`src/rtl/tour_pkg.sv`:
```
// Shared encoding for the knight's tour solver and the tour command sequencer:
// FSM states, board constants and the one-hot move geometry.
package tour_pkg;

    typedef enum logic [2:0] {
        IDLE,
        INIT,
        POSSIBLE,
        MAKE_MOVE,
        BACKUP,
        DONE
    } state_t;

    localparam int BOARD_DIM   = 5;
    localparam int NUM_MOVES   = 24;
    localparam int NUM_SQUARES = BOARD_DIM * BOARD_DIM;

    // Candidate scan runs from bit 0 up to bit 7.
    localparam logic [7:0] FIRST_TRY = 8'h01;
    localparam logic [7:0] LAST_TRY  = 8'h80;

    // Signed board limits for the 4-bit coordinate intermediates.
    localparam logic signed [3:0] COORD_MIN = 4'sd0;
    localparam logic signed [3:0] COORD_LIM = 4'sd5;

    // Column offset of a one-hot move; zero for a non one-hot code.
    function automatic logic signed [3:0] off_x(input logic [7:0] mv);
        logic signed [3:0] d;
        case (mv)
            8'h01:   d = -4'sd1;
            8'h02:   d =  4'sd1;
            8'h04:   d = -4'sd2;
            8'h08:   d = -4'sd2;
            8'h10:   d = -4'sd1;
            8'h20:   d =  4'sd1;
            8'h40:   d =  4'sd2;
            8'h80:   d =  4'sd2;
            default: d =  4'sd0;
        endcase
        return d;
    endfunction

    // Row offset of a one-hot move; zero for a non one-hot code.
    function automatic logic signed [3:0] off_y(input logic [7:0] mv);
        logic signed [3:0] d;
        case (mv)
            8'h01:   d =  4'sd2;
            8'h02:   d =  4'sd2;
            8'h04:   d =  4'sd1;
            8'h08:   d = -4'sd1;
            8'h10:   d = -4'sd2;
            8'h20:   d = -4'sd2;
            8'h40:   d = -4'sd1;
            8'h80:   d =  4'sd1;
            default: d =  4'sd0;
        endcase
        return d;
    endfunction

    // True when a signed coordinate pair lies on the 5x5 board.
    function automatic logic on_board(input logic signed [3:0] x,
                                      input logic signed [3:0] y);
        return (x >= COORD_MIN) && (x < COORD_LIM) &&
               (y >= COORD_MIN) && (y < COORD_LIM);
    endfunction

    // Linear square number x*5+y, used to address the visited bitmap.
    function automatic logic [4:0] sq_idx(input logic [2:0] x, input logic [2:0] y);
        return 5'(x) * 5'(BOARD_DIM) + 5'(y);
    endfunction

    // Mask of the eight moves whose target stays on the board from (x, y).
    function automatic logic [7:0] calc_poss(input logic [2:0] x, input logic [2:0] y);
        logic [7:0] mask;
        logic [7:0] mv;
        mask = 8'h00;
        for (int i = 0; i < 8; i++) begin
            mv      = FIRST_TRY << i;
            mask[i] = on_board($signed({1'b0, x}) + off_x(mv),
                               $signed({1'b0, y}) + off_y(mv));
        end
        return mask;
    endfunction

endpackage

```
`src/rtl/knight_tour_solver.sv`:
```
// Knight's tour solver for a 5x5 board. On go it runs an exhaustive
// depth-first search from the start square, trying moves in ascending bit
// order, and leaves the 24 one-hot moves in last_move for the sequencer to
// read back by index. done pulses on success, fail when the search is
// exhausted or the start square is off the board.
module knight_tour_solver
    import tour_pkg::*;
(
    input  logic       clk,
    input  logic       rst_n,
    input  logic       go,
    input  logic [2:0] x_start,
    input  logic [2:0] y_start,
    input  logic [4:0] indx,
    output logic [7:0] move,
    output logic       done,
    output logic       fail
);

    state_t                 state;
    logic [NUM_SQUARES-1:0] visited;
    logic [2:0]             xx;
    logic [2:0]             yy;
    logic [4:0]             move_num;
    logic [7:0]             last_move  [NUM_MOVES];
    logic [7:0]             poss_moves [NUM_MOVES];
    logic [7:0]             try;

    // Forward step: target of the candidate currently held in try.
    logic signed [3:0] fwd_x;
    logic signed [3:0] fwd_y;
    logic [4:0]        fwd_sq;
    logic [7:0]        cand_mask;
    logic              fwd_ok;

    // Backward step: undo the move that brought us to the current level.
    logic [4:0]        prev_num;
    logic [7:0]        prev_move;
    logic signed [3:0] back_x;
    logic signed [3:0] back_y;
    logic              back_ok;

    logic [4:0]        cur_sq;
    logic              last_level;

    assign cand_mask = poss_moves[move_num] & try;
    assign fwd_x     = $signed({1'b0, xx}) + off_x(try);
    assign fwd_y     = $signed({1'b0, yy}) + off_y(try);
    assign fwd_sq    = sq_idx(fwd_x[2:0], fwd_y[2:0]);
    // The bounds test guards the visited lookup so an off-board target is
    // never taken even if its wrapped square number happens to be free.
    assign fwd_ok    = (cand_mask != 8'h00) && on_board(fwd_x, fwd_y) &&
                       !visited[fwd_sq];

    assign prev_num  = (move_num == 5'd0) ? 5'd0 : move_num - 5'd1;
    assign prev_move = last_move[prev_num];
    assign back_x    = $signed({1'b0, xx}) - off_x(prev_move);
    assign back_y    = $signed({1'b0, yy}) - off_y(prev_move);
    assign back_ok   = on_board(back_x, back_y);

    assign cur_sq     = sq_idx(xx, yy);
    assign last_level = (move_num == 5'(NUM_MOVES - 1));

    // Zero-latency read port for the sequencer; out-of-range indices read 0.
    assign move = (indx < 5'(NUM_MOVES)) ? last_move[indx] : 8'h00;

    // Search FSM and datapath: one state register, registered done/fail pulses.
    always_ff @(posedge clk or negedge rst_n) begin
        if (!rst_n) begin
            state    <= IDLE;
            visited  <= '0;
            xx       <= 3'd0;
            yy       <= 3'd0;
            move_num <= 5'd0;
            try      <= 8'h00;
            done     <= 1'b0;
            fail     <= 1'b0;
            for (int i = 0; i < NUM_MOVES; i++) begin
                last_move[i]  <= 8'h00;
                poss_moves[i] <= 8'h00;
            end
        end else begin
            done <= 1'b0;
            fail <= 1'b0;
            case (state)
                IDLE: begin
                    if (go) begin
                        if ((x_start > 3'd4) || (y_start > 3'd4)) begin
                            // Bad start square: report and keep the old tour.
                            fail <= 1'b1;
                        end else begin
                            xx    <= x_start;
                            yy    <= y_start;
                            state <= INIT;
                        end
                    end
                end

                INIT: begin
                    visited         <= '0;
                    visited[cur_sq] <= 1'b1;
                    for (int i = 0; i < NUM_MOVES; i++) begin
                        last_move[i] <= 8'h00;
                    end
                    move_num <= 5'd0;
                    state    <= POSSIBLE;
                end

                POSSIBLE: begin
                    poss_moves[move_num] <= calc_poss(xx, yy);
                    try                  <= FIRST_TRY;
                    state                <= MAKE_MOVE;
                end

                MAKE_MOVE: begin
                    if (fwd_ok) begin
                        visited[fwd_sq]     <= 1'b1;
                        xx                  <= fwd_x[2:0];
                        yy                  <= fwd_y[2:0];
                        last_move[move_num] <= try;
                        if (last_level) begin
                            done  <= 1'b1;
                            state <= DONE;
                        end else begin
                            move_num <= move_num + 5'd1;
                            state    <= POSSIBLE;
                        end
                    end else if (try != LAST_TRY) begin
                        try <= try << 1;
                    end else begin
                        state <= BACKUP;
                    end
                end

                BACKUP: begin
                    // Level 0 exhausted means no tour exists from this start.
                    // A step back off the board can only follow corruption,
                    // so it is treated the same way rather than stored.
                    if ((move_num == 5'd0) || !back_ok) begin
                        fail  <= 1'b1;
                        state <= IDLE;
                    end else begin
                        visited[cur_sq] <= 1'b0;
                        xx              <= back_x[2:0];
                        yy              <= back_y[2:0];
                        move_num        <= prev_num;
                        // A level whose last taken move was bit 7 has no
                        // candidates left, so keep unwinding.
                        if (prev_move != LAST_TRY) begin
                            try   <= prev_move << 1;
                            state <= MAKE_MOVE;
                        end
                    end
                end

                DONE: begin
                    state <= IDLE;
                end

                default: begin
                    state <= IDLE;
                end
            endcase
        end
    end

endmodule

```
`config.mk`:
```
export PLATFORM = sky130hd
export DESIGN_NAME = knight_tour_solver
export DESIGN_NICKNAME = d
export VERILOG_FILES = /design/src/rtl/tour_pkg.sv /design/src/rtl/knight_tour_solver.sv
export SDC_FILE = /design/constraint.sdc
export NUM_CORES = 1
export LEC_CHECK = 0
export ABC_AREA = 0
export ABC_CLOCK_PERIOD_IN_PS = 11500
export CAP_MARGIN = 30
export CORE_MARGIN = 4
export CORE_UTILIZATION = 30
export DETAILED_ROUTE_END_ITERATION = 8
export GPL_TIMING_DRIVEN = 0
export HOLD_SLACK_MARGIN = 0.12
export PLACE_DENSITY = 0.47
export RECOVER_POWER = 50
export SLEW_MARGIN = 20
export SYNTH_ARGS = -nofsm -noshare
export SYNTH_HDL_FRONTEND = slang
export SYNTH_SLANG_ARGS = --single-unit
```
`constraint.sdc`:
```
create_clock -name clk -period 11.5 [get_ports clk]
set_input_delay 1.725 -clock clk [delete_from_list [all_inputs] [get_ports clk]]
set_output_delay 1.725 -clock clk [all_outputs]
set_load 0.005 [all_outputs]
```
Word level (Yosys, flattened, before mapping)
Cells that the tools add are included.

word-level totals
  bits in registers = 433
  input bits = 14
  output and inout bits = 10
  word-level logic and storage cells = 281

operators by class
  add/subtract/negate cells = 16
  $mul = 2
  magnitude comparators = 35
  eq/ne operators = 33
  multiplexer cells = 68
  bitwise logic cells = 7
  reduce and logical (&&, ||, !) cells = 64

operator list
  kind                                                 count
  bitwise mux 192 bit                                  2
  case mux 192 bit (2 select lines)                    1
  two-way mux 192 bit                                  1
  binary-select mux 8 bit (select 5 bit)               3
  two-way mux 8 bit                                    12
  case mux 25 bit (3 select lines)                     1
  case mux 4 bit (4 select lines)                      4
  two-way mux 25 bit                                   2
  >= comparator 4 x 1 -> 1 bit, second input constant  12
  < comparator 4 bit, second input constant            12
  two-way mux 3 bit                                    15
  adder 4 bit                                          10
  demux 8 bit (select 5 bit)                           1
  OR reduction 2 bit                                   16
  logical AND 1 bit                                    31
  AND 25 bit                                           1
  NOT 25 bit                                           1
  bitwise OR 25 bit                                    1
  case mux 8 bit (3 select lines)                      1
  two-way mux 5 bit                                    4
  >= comparator 6 bit, second input constant           3
  NOT 5 -> 6 bit                                       3
  case mux 3 bit (3 select lines)                      2
  equality test 8 x 1 -> 1 bit, second input constant  2
  other kinds (43)                                     84

Depth between registers and ports, before layout
  depth in word-level cells = 18
  gate-level depth with buffers = 31
  gate-level depth less buffers = 25

Worst setup path before layout
OpenSTA, ideal clock, no wires.

  kind = register to register
  from = reg move_num[1]
  to = reg try[1]
  library setup time = 0.125 ns
  data arrival time = 6.379 ns
  data required time = 11.375 ns
  setup slack = 4.995 ns
  stages on the path, launching flop included = 29
  buffers on the path = 7
  period minus slack after synthesis = 6.505 ns
  cell sequence = dfrtp_1 clkbuf_1 clkbuf_1 buf_1 inv_1 ha_1 nor4b_4 nor2_1 clkbuf_1 clkbuf_1 mux2_2 o21ai_0 a31oi_1 a221oi_1 and2_1 nand2b_1 o31a_1 ha_1 nor2b_1 o21ai_0 inv_1 nor2_1 or4bb_1 a31o_2 nand4bb_1 buf_2 a21o_1 buf_2 mux2_4

between the ends
  longest elaborated chain between the ends = 18
  elaborated cells on any way between the ends = 52
  those cells by class = add/sub (3); order compare (4); eq/ne (12); mux (12); bitwise (3); reduce/logical (18)

RTL lines
  element                                                             line                                                 source
  start: declaration                                                  knight_tour_solver.sv:24                             logic [4:0] move_num;
  start signal: assignment                                            knight_tour_solver.sv:125                            move_num <= move_num + 5'd1;
  start signal: assignment                                            knight_tour_solver.sv:146                            move_num <= prev_num;
  subtractor 5 x 1 -> 5 bit or zero test 5 bit (tied branches)        knight_tour_solver.sv:55, knight_tour_solver.sv:139
  two-way mux 5 bit                                                   knight_tour_solver.sv:55                             assign prev_num = (move_num == 5'd0) ? 5'd0 : move_num - 5'd1;
  NOT 5 -> 6 bit (not written as such)                                knight_tour_solver.sv:56                             assign prev_move = last_move[prev_num];
  binary-select mux 8 bit (select 5 bit)                              knight_tour_solver.sv:56
  two-way mux 8 bit (not written as such) (2 in a row)                knight_tour_solver.sv:56
  equality test 8 bit (tied with other cells)                         tour_pkg.sv:29, tour_pkg.sv:46
  OR reduction 2 bit (no source line)                                 n/a
  case mux 4 bit (4 select lines)                                     tour_pkg.sv:29                                       case (mv)
  subtractor 4 bit                                                    knight_tour_solver.sv:57                             assign back_x = $signed({1'b0, xx}) - off_x(prev_move);
  >= comparator 4 x 1 -> 1 bit or < comparator 4 bit (tied branches)  tour_pkg.sv:63                                       return (x >= COORD_MIN) && (x < COORD_LIM) &&
  logical AND 1 bit (2 in a row)                                      tour_pkg.sv:63
  logical AND 1 bit                                                   tour_pkg.sv:64                                       (y >= COORD_MIN) && (y < COORD_LIM);
  zero test 1 bit                                                     knight_tour_solver.sv:139                            if ((move_num == 5'd0) || !back_ok) begin
  logical OR 1 bit                                                    knight_tour_solver.sv:139
  inequality test 2 bit (no source line)                              n/a
  AND reduction 5 bit (no source line)                                n/a
  end signal: assignment                                              knight_tour_solver.sv:129                            try <= try << 1;
  end signal: assignment                                              knight_tour_solver.sv:150                            try <= prev_move << 1;
  end: declaration                                                    knight_tour_solver.sv:27                             logic [7:0] try;

Parallel ways exist; a longest one is shown, timed or not. The select of a mux whose other input is x is not followed.
A chain may end at the register's enable or synchronous reset.

Final worst setup path
  from = reg move_num[1]
  to = reg visited[1]

between the ends
  longest elaborated chain between the ends = 18
  elaborated cells on any way between the ends = 47
  those cells by class = add/sub (3); order compare (4); eq/ne (10); mux (9); bitwise (3); reduce/logical (18)

RTL lines
  element                                                             line                                                 source
  subtractor 5 x 1 -> 5 bit or zero test 5 bit (tied branches)        knight_tour_solver.sv:55, knight_tour_solver.sv:139
  two-way mux 5 bit                                                   knight_tour_solver.sv:55
  NOT 5 -> 6 bit (not written as such)                                knight_tour_solver.sv:56
  binary-select mux 8 bit (select 5 bit)                              knight_tour_solver.sv:56
  two-way mux 8 bit (not written as such) (2 in a row)                knight_tour_solver.sv:56
  equality test 8 bit (tied with other cells)                         tour_pkg.sv:29, tour_pkg.sv:46
  OR reduction 2 bit (no source line)                                 n/a
  case mux 4 bit (4 select lines)                                     tour_pkg.sv:29
  subtractor 4 bit                                                    knight_tour_solver.sv:57
  >= comparator 4 x 1 -> 1 bit or < comparator 4 bit (tied branches)  tour_pkg.sv:63
  logical AND 1 bit (2 in a row)                                      tour_pkg.sv:63
  logical AND 1 bit                                                   tour_pkg.sv:64
  zero test 1 bit                                                     knight_tour_solver.sv:139
  logical OR 1 bit                                                    knight_tour_solver.sv:139
  inequality test 2 bit (no source line)                              n/a
  AND reduction 3 bit (no source line) *                              n/a
  end signal: indexed assignment                                      knight_tour_solver.sv:101                            visited[cur_sq] <= 1'b1;
  end signal: indexed assignment                                      knight_tour_solver.sv:117                            visited[fwd_sq] <= 1'b1;
  end signal: indexed assignment                                      knight_tour_solver.sv:143                            visited[cur_sq] <= 1'b0;
  end: declaration                                                    knight_tour_solver.sv:21                             logic [NUM_SQUARES-1:0] visited;

Every way passes the cells marked *; elsewhere a longest branch is shown, timed or not. The select of a mux whose other input is x is not followed.

==> impl_metrics.env <==
export IMPL_via_per_inst=5.73
export IMPL_fin_skew_ps=28.1
export IMPL_use_met3_pct=3.43
export IMPL_yosysWarnings=0
export IMPL_maxSlewViolCount=298
export IMPL_critPathMaxStageDelay_ps=950
export IMPL_synth_most_common_cell="nand2_1"
export IMPL_die_w_um=290
export IMPL_yosys_area_top_type="dfrtp_1"
export IMPL_hp_class="register to register"
export IMPL_busiest_layer="met2"
export IMPL_initial_core_util_pct=30.3
export IMPL_violations="max-capacitance violations, max-slew violations"
export IMPL_critical_path_peak_fanout=10
export IMPL_slowest_stage="a221oi_1"
export IMPL_nets=2657
export IMPL_syn_nets=2565
export IMPL_critPathMostFrequentCell="clkbuf_1"
export IMPL_area_delta_synth_final_pct=14.6
export IMPL_startpoint_type="register"
export IMPL_fin_crit_sh_pct=90.4
export IMPL_grt_pass1_vias=20900
export IMPL_max_cap_violations=4
export IMPL_fillers=7977
export IMPL_status="finished with violations"
export IMPL_met1_usage_pct=31.1
export IMPL_wl_per_cell_um=26.5
export IMPL_avgSynthCellArea_um2=9.55
export IMPL_detail_route_first_pass_iterations=7
export IMPL_synth_cell_types=86
export IMPL_syn_area_mm2=0.0239
export IMPL_cts_resized=0
export IMPL_arrival_ps=10870
export IMPL_finalWorstSetupSlack_ps=1110
export IMPL_dp_cells=3588
export IMPL_cp_buffers_inverters=7
export IMPL_max_slew_margin_pct=-255
export IMPL_drive_gt1_share_pct=10.8
export IMPL_ys_ff_latch=433
export IMPL_io_buffers=20
export IMPL_met2_usage_pct=35.7
export IMPL_max_freq_mhz=96.2
export IMPL_yosysSeqAreaShare_pct=45.3
export IMPL_coreArea_mm2=0.0790
export IMPL_grt_pass1_wl_um=144000
export IMPL_cts_buffers=52
export IMPL_first_iter_violations=2223
export IMPL_synth_top_area_share_pct=45.3
export IMPL_wirelength_um=97700
export IMPL_netlist_top_cells_area="dfrtp_1 (45%), mux4_2 (10%), o21ai_0 (9.7%)"
export IMPL_final_setup_viol_count=0
export IMPL_crit_family="buffers and inverters"
export IMPL_cts_tree="done"
export IMPL_required_ps=11980
export IMPL_pre_cts_slack_ps=1220
export IMPL_whs_ps=479
export IMPL_ant_nets=0
export IMPL_hold_buffers=0
export IMPL_grt_ovfl_total=0
export IMPL_grt_usage_pct=22.6
export IMPL_hpwl_um=72100
export IMPL_stdcell_count=3687
export IMPL_ioPinCount=24
export IMPL_clockBufferDepth=3
export IMPL_synth_common_cells="nand2_1 (575), o21ai_0 (462), dfrtp_1 (433)"
export IMPL_postCtsSetupBuffers=0
export IMPL_synth_ff_type="dfrtp_1"
export IMPL_fp_dieH_um=290
export IMPL_worst_pin_slew_ps=5320
export IMPL_grt_setup_unrepaired="false"
export IMPL_rows=103
export IMPL_min_period_ps=10390
export IMPL_cts_max_level=2
export IMPL_synth_edf_count=0
export IMPL_hold_viol=0
export IMPL_grt_start_max_net_pins=96
export IMPL_fp_dieArea_mm2=0.0843
export IMPL_critPathKind="register to register"
export IMPL_grt_antenna_before_repair=3
export IMPL_synthCells=2505
export IMPL_end_kind="register"
export IMPL_synthArstFlopShare_pct=100
export IMPL_drc_errors=0
export IMPL_clock_sinks=433
export IMPL_vias=21100
export IMPL_root_buffer="clkbuf_16"
export IMPL_clk_pin_slew_ps=60
export IMPL_clk_latency_ps=620
export IMPL_globalplace_congestion=1.01
cells in the final DEF (no fill, tap or decap), types with 19 or more instances in the layout:
master and count:
nand2_1 575, o21ai_0 462, dfrtp_1 433, clkbuf_1 133, mux4_2 111, a21oi_1 87
nand3_1 73, nor2_1 56, mux2i_1 53, clkbuf_16 53, inv_1 48, ha_1 40
buf_2 26, nor3_1 25, buf_1 19, a22oi_1 19, clkdlybuf4s50_1 19
worst reg2reg max path, stage by stage (launching register included):
cell	delay, ps
dfrtp_1	390
clkbuf_1	620
clkbuf_1	720
buf_1	780
inv_1	340
ha_1	370
nor4b_4	190
nor2_1	220
clkbuf_1	640
clkbuf_1	790
mux2_2	410
o21ai_0	360
a31oi_1	240
a221oi_1	950
and2_1	300
nand2b_1	160
o31ai_1	550
fa_1	290
xnor2_1	100
a22oi_1	280
nand2_1	120
nor2_1	160
o311ai_0	190
o21bai_2	390
and2_1	300
buf_2	290
a21oi_1	100
final cells by class:
class | instances | area, um2 | share of cell area [%]
repair buffers | 38 | 404 | 1.47
inverters | 49 | 184 | 0.671
flip-flops and latches | 433 | 10800 | 39.5
plain buffers | 168 | 672 | 2.45
multi-input cells | 1855 | 12200 | 44.6
diodes | 1 | 2.50 | 0.00912
clock inverters | 21 | 278 | 1.01
well taps | 1050 | 1310 | 4.79
clock buffers | 72 | 1500 | 5.46
stage by stage:
step	setup TNS, ps	utilization, %	cell area, um2
floorplan	0	-	23900
global route	0	34.7	27400
CTS	0	34.8	27500
detailed placement	0	32.5	25700
global placement	-4618690	32.2	25400
finish	0	34.7	27400
state kept, by name, summed over array words and instances, names as in the netlist:
register / count
xx: 3
state: 3
try: 8
fail: 1
last_move: 192
visited: 25
yy: 3
poss_moves: 192
done: 1
move_num: 5
kinds of logic after synthesis:
kind of cell,synth area share [%]
adder cells (fa/ha/maj),2.59
AND/OR/NAND/NOR,15.2
buffers and inverters,3.57
XOR/XNOR,1.06
AO/OA/AOI/OAI,18.3
multiplexers,14.0
flip-flops,45.3
layer usage:
layer	part of all wire, %	routed length, um	vias to the layer above
li1	-	-	9230
met1	43	41900	10800
met2	46	44600	898
met3	6.6	6440	213
met4	4.8	4650	0
met5	0	0	-
worst paths after layout:
| path | from | end | slack [ps] | cells after the start |
|---|---|---|---|---|
| max | move_num[1] | visited[1] | 1110 | 26 |
| min reg2reg | poss_moves[30] | poss_moves[30] | 480 | 2 |
| min in group asynchronous | rst_n | last_move[125] | 1590 | 1 |
| max in group asynchronous | rst_n | poss_moves[181] | 3100 | 4 |
| min | poss_moves[30] | poss_moves[30] | 480 | 2 |
| max reg2reg | move_num[1] | visited[1] | 1110 | 26 |
Power is left out: the tool's default activity adds up to more than one toggle a clock period on the data nets, which glitch-free logic cannot reach.
